`config.mk`:
```
export PLATFORM = sky130hd
export DESIGN_NAME = enm_fire_sched_flat
export DESIGN_NICKNAME = d
export VERILOG_FILES = /design/src/rtl/enm_fire_sched_if.sv /design/src/rtl/enm_fire_sched.sv /design/src/flat_wrapper.sv
export SDC_FILE = /design/constraint.sdc
export NUM_CORES = 1
export LEC_CHECK = 0
export BUFFER_PORTS_ARGS = -buffer_cell sky130_fd_sc_hd__buf_4
export CAP_MARGIN = 10
export CORE_ASPECT_RATIO = 0.5
export CORE_MARGIN = 1
export CORE_UTILIZATION = 37
export DETAILED_ROUTE_END_ITERATION = 16
export PLACE_DENSITY = 0.65
export SYNTH_ARGS = -nofsm -noshare
export SYNTH_HDL_FRONTEND = slang
export SYNTH_SLANG_ARGS = --single-unit
export TNS_END_PERCENT = 10
```
`constraint.sdc`:
```
create_clock -name clk22 -period 5.2 [get_ports clk22]
set_clock_uncertainty 0.15 [all_clocks]
set_input_delay 0.78 -clock clk22 [delete_from_list [all_inputs] [get_ports clk22]]
set_output_delay 0.78 -clock clk22 [all_outputs]
set_load 0.03 [all_outputs]
```
`src/rtl/enm_fire_sched_if.sv`:
```
// Handshake bundle between the enemy/bullet datapath and the fire scheduler.
// The scheduler takes the slave side. The datapath or a testbench takes the master side.
interface enm_fire_sched_if #(
    parameter int NUM_SLOT = 8,
    parameter int SLOT_W   = 3
);
    logic                fire_en;
    logic [3:0]          enm_alive;
    logic [NUM_SLOT-1:0] slot_free;
    logic                spawn_valid;
    logic [1:0]          spawn_enm;
    logic [SLOT_W-1:0]   spawn_slot;
    logic [NUM_SLOT-1:0] slot_busy;
    logic [SLOT_W:0]     busy_cnt;

    modport master (
        output fire_en, enm_alive, slot_free,
        input  spawn_valid, spawn_enm, spawn_slot, slot_busy, busy_cnt
    );

    modport slave (
        input  fire_en, enm_alive, slot_free,
        output spawn_valid, spawn_enm, spawn_slot, slot_busy, busy_cnt
    );
endinterface

```
`src/rtl/enm_fire_sched.sv`:
```
// Enemy fire scheduler: round-robin arbitration across four enemies, per-enemy cooldowns,
// a global spawn gap, and allocation of bullet slots from a shared recycled pool.
module enm_fire_sched #(
    parameter int NUM_SLOT  = 8,
    parameter int SLOT_W    = 3,
    parameter int COOLDOWN  = 16,
    parameter int SPAWN_GAP = 2
) (
    input  logic             clk22,
    input  logic             rst,
    enm_fire_sched_if.slave  bus
);
    typedef enum logic {IDLE, GAP} state_t;

    state_t              state_reg;
    logic [2:0]          gap_cnt_reg;
    logic [1:0]          rr_ptr_reg;
    logic                spawn_valid_reg;
    logic [1:0]          spawn_enm_reg;
    logic [SLOT_W-1:0]   spawn_slot_reg;
    logic [NUM_SLOT-1:0] slot_busy_reg;
    logic [SLOT_W:0]     busy_cnt_reg;

    logic [3:0]          req;
    logic [1:0]          winner;
    logic [SLOT_W-1:0]   free_slot;
    logic                grant;
    logic [NUM_SLOT-1:0] slot_busy_next;
    logic [SLOT_W:0]     busy_cnt_next;

    // First requester after rr_ptr, wrapping so rr_ptr itself is checked last.
    function automatic logic [1:0] pick_winner(input logic [3:0] r, input logic [1:0] p);
        logic [1:0] w;
        logic       found;
        w     = '0;
        found = 1'b0;
        for (int k = 1; k <= 4; k++) begin
            if (!found && r[p + 2'(k)]) begin
                w     = p + 2'(k);
                found = 1'b1;
            end
        end
        return w;
    endfunction

    function automatic logic [SLOT_W-1:0] lowest_free(input logic [NUM_SLOT-1:0] b);
        logic [SLOT_W-1:0] s;
        s = '0;
        for (int j = NUM_SLOT - 1; j >= 0; j--) begin
            if (!b[j]) s = SLOT_W'(j);
        end
        return s;
    endfunction

    assign winner    = pick_winner(req, rr_ptr_reg);
    assign free_slot = lowest_free(slot_busy_reg);
    assign grant     = (state_reg == IDLE) && (|req) && !(&slot_busy_reg) && (gap_cnt_reg == 3'd0);

    // The allocated slot was free at the sample point, so it never collides with a release.
    assign slot_busy_next = (slot_busy_reg & ~bus.slot_free)
                          | (grant ? (NUM_SLOT'(1) << free_slot) : '0);

    always_comb begin
        busy_cnt_next = '0;
        for (int j = 0; j < NUM_SLOT; j++) begin
            busy_cnt_next = busy_cnt_next + (SLOT_W + 1)'(slot_busy_next[j]);
        end
    end

    generate
        for (genvar gi = 0; gi < 4; gi++) begin : g_enm
            logic [4:0] cooldown_reg;

            assign req[gi] = bus.fire_en & bus.enm_alive[gi] & (cooldown_reg == 5'd0);

            always_ff @(posedge clk22) begin
                if (rst) begin
                    cooldown_reg <= 5'(COOLDOWN);
                end else if (!bus.enm_alive[gi] || (grant && winner == 2'(gi))) begin
                    cooldown_reg <= 5'(COOLDOWN);
                end else if (bus.fire_en && cooldown_reg != 5'd0) begin
                    cooldown_reg <= cooldown_reg - 5'd1;
                end
            end
        end
    endgenerate

    always_ff @(posedge clk22) begin
        if (rst) begin
            state_reg       <= IDLE;
            gap_cnt_reg     <= 3'd0;
            rr_ptr_reg      <= 2'd3;
            spawn_valid_reg <= 1'b0;
            spawn_enm_reg   <= 2'd0;
            spawn_slot_reg  <= '0;
            slot_busy_reg   <= '0;
            busy_cnt_reg    <= '0;
        end else begin
            spawn_valid_reg <= grant;
            slot_busy_reg   <= slot_busy_next;
            busy_cnt_reg    <= busy_cnt_next;
            if (grant) begin
                spawn_enm_reg  <= winner;
                spawn_slot_reg <= free_slot;
                rr_ptr_reg     <= winner;
                gap_cnt_reg    <= 3'(SPAWN_GAP);
                state_reg      <= (SPAWN_GAP > 0) ? GAP : IDLE;
            end else if (state_reg == GAP) begin
                gap_cnt_reg <= gap_cnt_reg - 3'd1;
                if (gap_cnt_reg == 3'd1) state_reg <= IDLE;
            end
        end
    end

    assign bus.spawn_valid = spawn_valid_reg;
    assign bus.spawn_enm   = spawn_enm_reg;
    assign bus.spawn_slot  = spawn_slot_reg;
    assign bus.slot_busy   = slot_busy_reg;
    assign bus.busy_cnt    = busy_cnt_reg;
endmodule

```
`src/flat_wrapper.sv`:
```
// flat-port wrapper written by rule: the top's interface ports become plain ports
module enm_fire_sched_flat 
#(
    parameter int NUM_SLOT  = 8,
    parameter int SLOT_W    = 3,
    parameter int COOLDOWN  = 16,
    parameter int SPAWN_GAP = 2
)
  (clk22, rst, bus_fire_en, bus_enm_alive, bus_slot_free, bus_spawn_valid, bus_spawn_enm, bus_spawn_slot, bus_slot_busy, bus_busy_cnt);
  enm_fire_sched_if #(.NUM_SLOT(NUM_SLOT), .SLOT_W(SLOT_W)) bus_i ();
  input  logic clk22;
  input  logic rst;
  input wire logic [$bits(bus_i.fire_en)-1:0] bus_fire_en;
  input wire logic [$bits(bus_i.enm_alive)-1:0] bus_enm_alive;
  input wire logic [$bits(bus_i.slot_free)-1:0] bus_slot_free;
  output wire logic [$bits(bus_i.spawn_valid)-1:0] bus_spawn_valid;
  output wire logic [$bits(bus_i.spawn_enm)-1:0] bus_spawn_enm;
  output wire logic [$bits(bus_i.spawn_slot)-1:0] bus_spawn_slot;
  output wire logic [$bits(bus_i.slot_busy)-1:0] bus_slot_busy;
  output wire logic [$bits(bus_i.busy_cnt)-1:0] bus_busy_cnt;
  assign bus_i.fire_en = bus_fire_en;
  assign bus_i.enm_alive = bus_enm_alive;
  assign bus_i.slot_free = bus_slot_free;
  assign bus_spawn_valid = bus_i.spawn_valid;
  assign bus_spawn_enm = bus_i.spawn_enm;
  assign bus_spawn_slot = bus_i.spawn_slot;
  assign bus_slot_busy = bus_i.slot_busy;
  assign bus_busy_cnt = bus_i.busy_cnt;
  enm_fire_sched #(.NUM_SLOT(NUM_SLOT), .SLOT_W(SLOT_W), .COOLDOWN(COOLDOWN), .SPAWN_GAP(SPAWN_GAP)) u_core (.clk22(clk22), .rst(rst), .bus(bus_i));
endmodule
```
== Word-level counts from Yosys, hierarchy flattened ==
Index checks and enable logic that the tools add are counted.

* RAM bits: 0
* Input port bits: 15
* Memory bits (read-only): 0
* Word-level logic and storage cells: 122
* Output and inout bits: 18
* Latch bits: 0
* Memories: 0
* Register bits: 44

* Divide/modulo/power cells: 0
* Reductions and logical operators: 44
* Magnitude comparators: 4
* Multipliers: 0
* Add/subtract/negate cells: 15
* Bitwise logic cells: 12
* Eq/ne operators: 4
* Shift-type cells: 1
* Mux-type cells: 29

{| class="wikitable"
|+ Operators by type and width
! kind !! count
|-
| $add A4 B1 Y4 || 6
|-
| $mux W3 || 8
|-
| $logic_not A5 Y1 || 4
|-
| $reduce_bool A5 Y1 || 4
|-
| $sub A5 B1 Y5 const B || 4
|-
| $logic_and A1 B1 Y1 || 14
|-
| $lt A2 B3 Y1 const B || 4
|-
| $mux W2 || 6
|-
| $mux W1 || 10
|-
| $reduce_or A2 Y1 || 5
|-
| $and A1 B1 Y1 || 8
|-
| $and A8 B8 Y8 || 1
|-
| $bmux W1 S2 || 4
|-
| $logic_not A1 Y1 || 8
|-
| $mux W8 || 1
|-
| $not A8 Y8 || 1
|-
| $or A8 B8 Y8 || 1
|-
| $reduce_and A8 Y1 || 1
|-
| $shl A1 B3 Y8 const A || 1
|-
| $add A2 B2 Y2 const B || 2
|-
| $eq A2 B2 Y1 const B || 2
|-
| $logic_or A1 B1 Y1 || 4
|-
| $reduce_or A4 Y1 || 1
|-
| $eq A3 B1 Y1 const B || 1
|-
| other kinds (8) || 8
|}

== Longest topological paths before layout ==
* Depth after elaboration: 18
* Gate-level depth with buffers: 16
* Gate-level depth less buffers: 15

== Worst setup path after synthesis ==
Ideal clock, no wire load.

* Path kind: reg2reg
* Start point: reg u_core.g_enm[1].cooldown_reg[0]
* End point: reg u_core.busy_cnt_reg[1] (netlist: u_core.bus.busy_cnt[1])
* Clock period less this slack: 4333 ps
* Required time: 4922 ps
* Arrival: 4055 ps
* Setup slack: 867 ps
* Cell stages (with the launch flop): 16
* Library setup time: 128 ps
* Path buffers: 1
* Cell sequence: dfxtp_1 inv_1 ha_1 or4b_1 clkbuf_1 o22a_2 a21oi_1 a31o_2 ha_1 fa_1 inv_1 fa_1 fa_1 inv_1 fa_1 nor2b_1

* Word-level cells in the longest chain between the ends: 15

{| class="wikitable"
|+ Ends and longest elaborated chain
! what !! line !! source
|-
| start, declared || enm_fire_sched.sv:72 || <nowiki>logic [4:0] cooldown_reg;</nowiki>
|-
| start signal, assigned || enm_fire_sched.sv:78 || <nowiki>cooldown_reg <= 5'(COOLDOWN);</nowiki>
|-
| start signal, assigned || enm_fire_sched.sv:80 || <nowiki>cooldown_reg <= 5'(COOLDOWN);</nowiki>
|-
| start signal, assigned || enm_fire_sched.sv:82 || <nowiki>cooldown_reg <= cooldown_reg - 5'd1;</nowiki>
|-
| $logic_not A5 Y1 || enm_fire_sched.sv:74 || <nowiki>assign req[gi] = bus.fire_en & bus.enm_alive[gi] & (cooldown_reg == 5'd0);</nowiki>
|-
| $and A1 B1 Y1 || enm_fire_sched.sv:74 ||
|-
| $reduce_or A4 Y1 || enm_fire_sched.sv:57 || <nowiki>assign grant = (state_reg == IDLE) && (|req) && !(&slot_busy_reg) && (gap_cnt_reg == 3'd0);</nowiki>
|-
| $logic_and A1 B1 Y1 (3 in series) || enm_fire_sched.sv:57 ||
|-
| $mux W8 || enm_fire_sched.sv:61 || <nowiki>| (grant ? (NUM_SLOT'(1) << free_slot) : '0);</nowiki>
|-
| $or A8 B8 Y8 || enm_fire_sched.sv:61 ||
|-
| named net u_core.slot_busy_next[1] || enm_fire_sched.sv:28 || <nowiki>logic [NUM_SLOT-1:0] slot_busy_next;</nowiki>
|-
| $add A1 B1 Y2 || enm_fire_sched.sv:66 || <nowiki>busy_cnt_next = busy_cnt_next + (SLOT_W + 1)'(slot_busy_next[j]);</nowiki>
|-
| $add A4 B1 Y4 (6 in series) || enm_fire_sched.sv:66 ||
|-
| named net u_core.busy_cnt_next[1] || enm_fire_sched.sv:29 || <nowiki>logic [SLOT_W:0] busy_cnt_next;</nowiki>
|-
| end signal, assigned || enm_fire_sched.sv:101 || <nowiki>busy_cnt_reg <= busy_cnt_next;</nowiki>
|-
| end, declared || enm_fire_sched.sv:22 || <nowiki>logic [SLOT_W:0] busy_cnt_reg;</nowiki>
|}

The timed path passes the listed nets, and every way through them passes these cells.
A chain may end at the register's enable or synchronous reset.

== Worst setup path in the final report ==
* Start point: reg u_core.g_enm[2].cooldown_reg[0]
* End point: reg u_core.busy_cnt_reg[1] (netlist: u_core.bus.busy_cnt[1])

* Word-level cells in the longest chain between the ends: 15

{| class="wikitable"
|+ Ends and longest elaborated chain
! what !! line
|-
| start, declared || enm_fire_sched.sv:72
|-
| start signal, assigned || enm_fire_sched.sv:78
|-
| start signal, assigned || enm_fire_sched.sv:80
|-
| start signal, assigned || enm_fire_sched.sv:82
|-
| $logic_not A5 Y1 || enm_fire_sched.sv:74
|-
| $and A1 B1 Y1 || enm_fire_sched.sv:74
|-
| $reduce_or A4 Y1 || enm_fire_sched.sv:57
|-
| $logic_and A1 B1 Y1 (3 in series) || enm_fire_sched.sv:57
|-
| $mux W8 || enm_fire_sched.sv:61
|-
| $or A8 B8 Y8 || enm_fire_sched.sv:61
|-
| named net u_core.slot_busy_next[0] || enm_fire_sched.sv:28
|-
| $add A1 B1 Y2 || enm_fire_sched.sv:66
|-
| $add A4 B1 Y4 (6 in series) || enm_fire_sched.sv:66
|-
| named net u_core.busy_cnt_next[1] || enm_fire_sched.sv:29
|}

The timed path passes the listed nets, and every way through them passes these cells.

==> impl_metrics.csv <==
group,metric,value,unit
placement,dp_hpwl,3870,um
timing,setup_slack,0.574,ns
die,core,5780,sq um
synth,synth_compound_area_share,16.2,%
worst_setup_path,critPathKind,"reg2reg",
final_layout,antenna_cells,0,
timing,max_slew_margin,64.5,%
routing,route.vias.total,2002,
routing,via_per_inst,5.21,
worst_setup_path,crit_slowest_cell,"or4b_1",
power_and_ir_drop,p_per_area,288,nW/um^2
final_layout,largest_register_ffs,20,
synth,avgSynthCellArea,8.75,sq um
clock_network,path_clk_slew,0.06,ns
worst_setup_path,cp_slowest_stage_delay,0.56,ns
die,die_w,114,um
timing,fmax,216,MHz
final_layout,drive_above_1_share,16.7,%
timing,fin_crit_sh,89.0,%
timing,rsz0062_at_grt,"false",
power_and_ir_drop,peakVddDrop,0.124,mV
clock_network,cts_hold_buf,0,
timing,tightest_slew,0.531,ns
worst_setup_path,crit_chain,"inv_1 -> ha_1 -> or4b_1 -> o22a_1 -> a21oi_1 -> mux2_2 -> ha_1 -> fa_1 -> inv_1 -> fa_1 -> fa_1 -> inv_1 -> fa_1 -> nor2b_1",
synth,synthMuxAreaShare,0.484,%
synth,yosysSeqAreaShare,37.8,%
worst_setup_path,cp-start-kind,"flip-flop",
grt,grt_antenna_before_repair,0,
synth,synth_top_family_by_area,"simple AND/OR/NAND/NOR gates",
synth,async_flop_share,0,%
clock_network,cts_buffers,5,
final_layout,nets,332,
clock_network,cts.sinks,44,
run_status,status,"completed",
clock_network,ctsRootBufferMaster,"clkbuf_16",
worst_setup_path,critPathArrivalTime,4.64,ns
die,fp.dieH,58.1,um
timing,fin_setup_tns,0,ns
synth,synth_cells,266,
clock_network,clock_path_buffers,2,
placement,place_area,2650,sq um
worst_setup_path,crit_path_start,"u_core.g_enm[2].cooldown_reg[0]",
grt,grt_pass1_vias,1982,
clock_network,cts.htree.levels,2,
final_layout,utilization,48.5,%
die,fp-row-count,19,
worst_setup_path,path_max_fanout,6,
final_layout,final_area,2800,sq um
routing,antenna_left,0,
synth,synth_edf_count,0,
timing,drv_slew,0,
routing,dr.first_iter.drc_count,56,
clock_network,clock_latency,0.28,ns
job,cap_violations,0,
routing,drcViolationCount,0,
power_and_ir_drop,p_leak,1.19,nW
synth,syn_area,2330,sq um
worst_setup_path,cp_common_cell,"fa_1",
timing,setup_viol,0,
clock_network,cts_tree,"yes",
grt,grt_pass1_wl,9050,um
synth,yosys.area_share.xor_xnor,7.15,%
grt,track_usage,17.1,%
synth,synth-seq-cells,44,
synth,synthSimpleGateAreaFrac,22.3,%
placement,port_buffers,32,
synth,ys_top_cells_by_area,"dfxtp_1 (38%), ha_1 (7.5%), nand2_1 (4.4%)",
die,start_util,40.3,%
grt,grt_max_degree,23,
routing,dr.pass1.iters,4,
die,pin_count,33,
synth,yosys.area.top_type,"dfxtp_1",
clock_network,ctsResizeCount,0,
synth,yosys_warnings,0,
routing,wl_per_cell,13.4,um
timing,final.min_clock_period,4.63,ns
synth,synthAdderAreaFrac,11.0,%
placement,place.gp.congestion,0.852,
worst_setup_path,endpoint_kind,"flip-flop",
grt,gr-total-overflow,0,
placement,pre_cts_ws,0.611,ns
hold_path,worstHoldStart,"u_core.bus.spawn_slot[1]",
timing,finalHoldViolations,0,
worst_setup_path,r2r_start,"u_core.g_enm[2].cooldown_reg[0]",
worst_setup_path,required,5.21,ns
final_layout,area_growth,20.3,%
routing,routed_wl,5140,um
synth,ys_types,48,
die,die_area,6630,sq um
clock_network,postCtsSetupBuffers,0,
synth,synth_top_area_share,37.8,%
hold_path,hold_class,"reg2reg",
synth,syn-num-nets,299,
synth,synth_flop_cell,"dfxtp_1",
## kinds of logic (layout without fill, tap and decap cells)
group	Yosys count	after routing
DFF	44	44
xor gates and xnor gates	19	19
adders and majority gates	18	18
and+or+nand+nor	100	100
buffers and inverters	31	65
muxes	1	1
AOI/OAI and AO/OA	53	53
## worst max-delay path, delay by kind of cell (launching register included)
kind	cells	cell delay, ns
compound gates	2	0.57
simple gates	2	0.69
flops	1	0.32
mux	1	0.21
buf+inv	3	0.27
fa+ha+maj	6	2.30
## cell usage after synthesis (3+ instances only)
library cell and instances:
dfxtp_1 44, nand2_1 27, nor2_1 25, inv_1 23, a21oi_1 17, ha_1 14
xnor2_1 10, xor2_1 9, nor3_1 8, clkbuf_1 7, nand3_1 7, or3_1 7
a211oi_1 5, a32oi_1 4, fa_1 4, or4_1 4, or4b_1 4, nor2b_1 3
o21ai_0 3, o22ai_1 3
## final timing paths
path,to,slack [ns],cells past startpoint
max reg2reg,u_core.bus.busy_cnt[1],0.57,14
min,u_core.bus.spawn_slot[1],0.31,2
min reg2reg,u_core.bus.spawn_slot[1],0.31,2
max,u_core.bus.busy_cnt[1],0.57,14
## cell usage in the layout (no fill, tap or decap), types with 5 or more instances in the layout
cell type / n
a211oi_1: 5
a21oi_1: 17
buf_4: 33
clkbuf_16: 5
dfxtp_1: 44
ha_1: 14
inv_1: 23
nand2_1: 27
nand3_1: 7
nor2_1: 25
nor3_1: 8
or3_1: 7
xnor2_1: 10
xor2_1: 9
## per-stage QoR
step / std cells / total power, mW / hold slack, ns
floorplan: 266 / 0.462 / 0.337
global placement: 375 / 0.492 / 0.295
detailed placement: 375 / 0.496 / 0.302
CTS: 383 / 0.812 / 0.310
global route: 384 / 0.852 / 0.340
finish: 384 / 0.806 / 0.307
## final cells by class
cell class	count	area (sq um)
flip-flops and latches	44	881
well taps	84	105
inverters	23	86.3
multi-input cells	191	1330
repair buffers	34	253
fillers	545	2980
clock buffers	8	146
## per-layer routing
layer | wire [um] | up-vias | track usage [%] | share of wire, %
met5 | 0 | - | 0 | 0
met4 | 22 | 0 | 4.08 | 0.43
met3 | 230 | 5 | 4.08 | 4.5
met2 | 2420 | 49 | 29.6 | 47
met1 | 2470 | 942 | 21.8 | 48
li1 | - | 1006 | - | -
## power by group
part,total (mW),switching [mW],leakage (nW),internal (mW)
Clock,0.315,0.124,0.0712,0.192
Sequential,0.369,0.0147,0.358,0.354
Combinational,0.122,0.0662,0.762,0.0555
(Power assumes the default switching activity.)
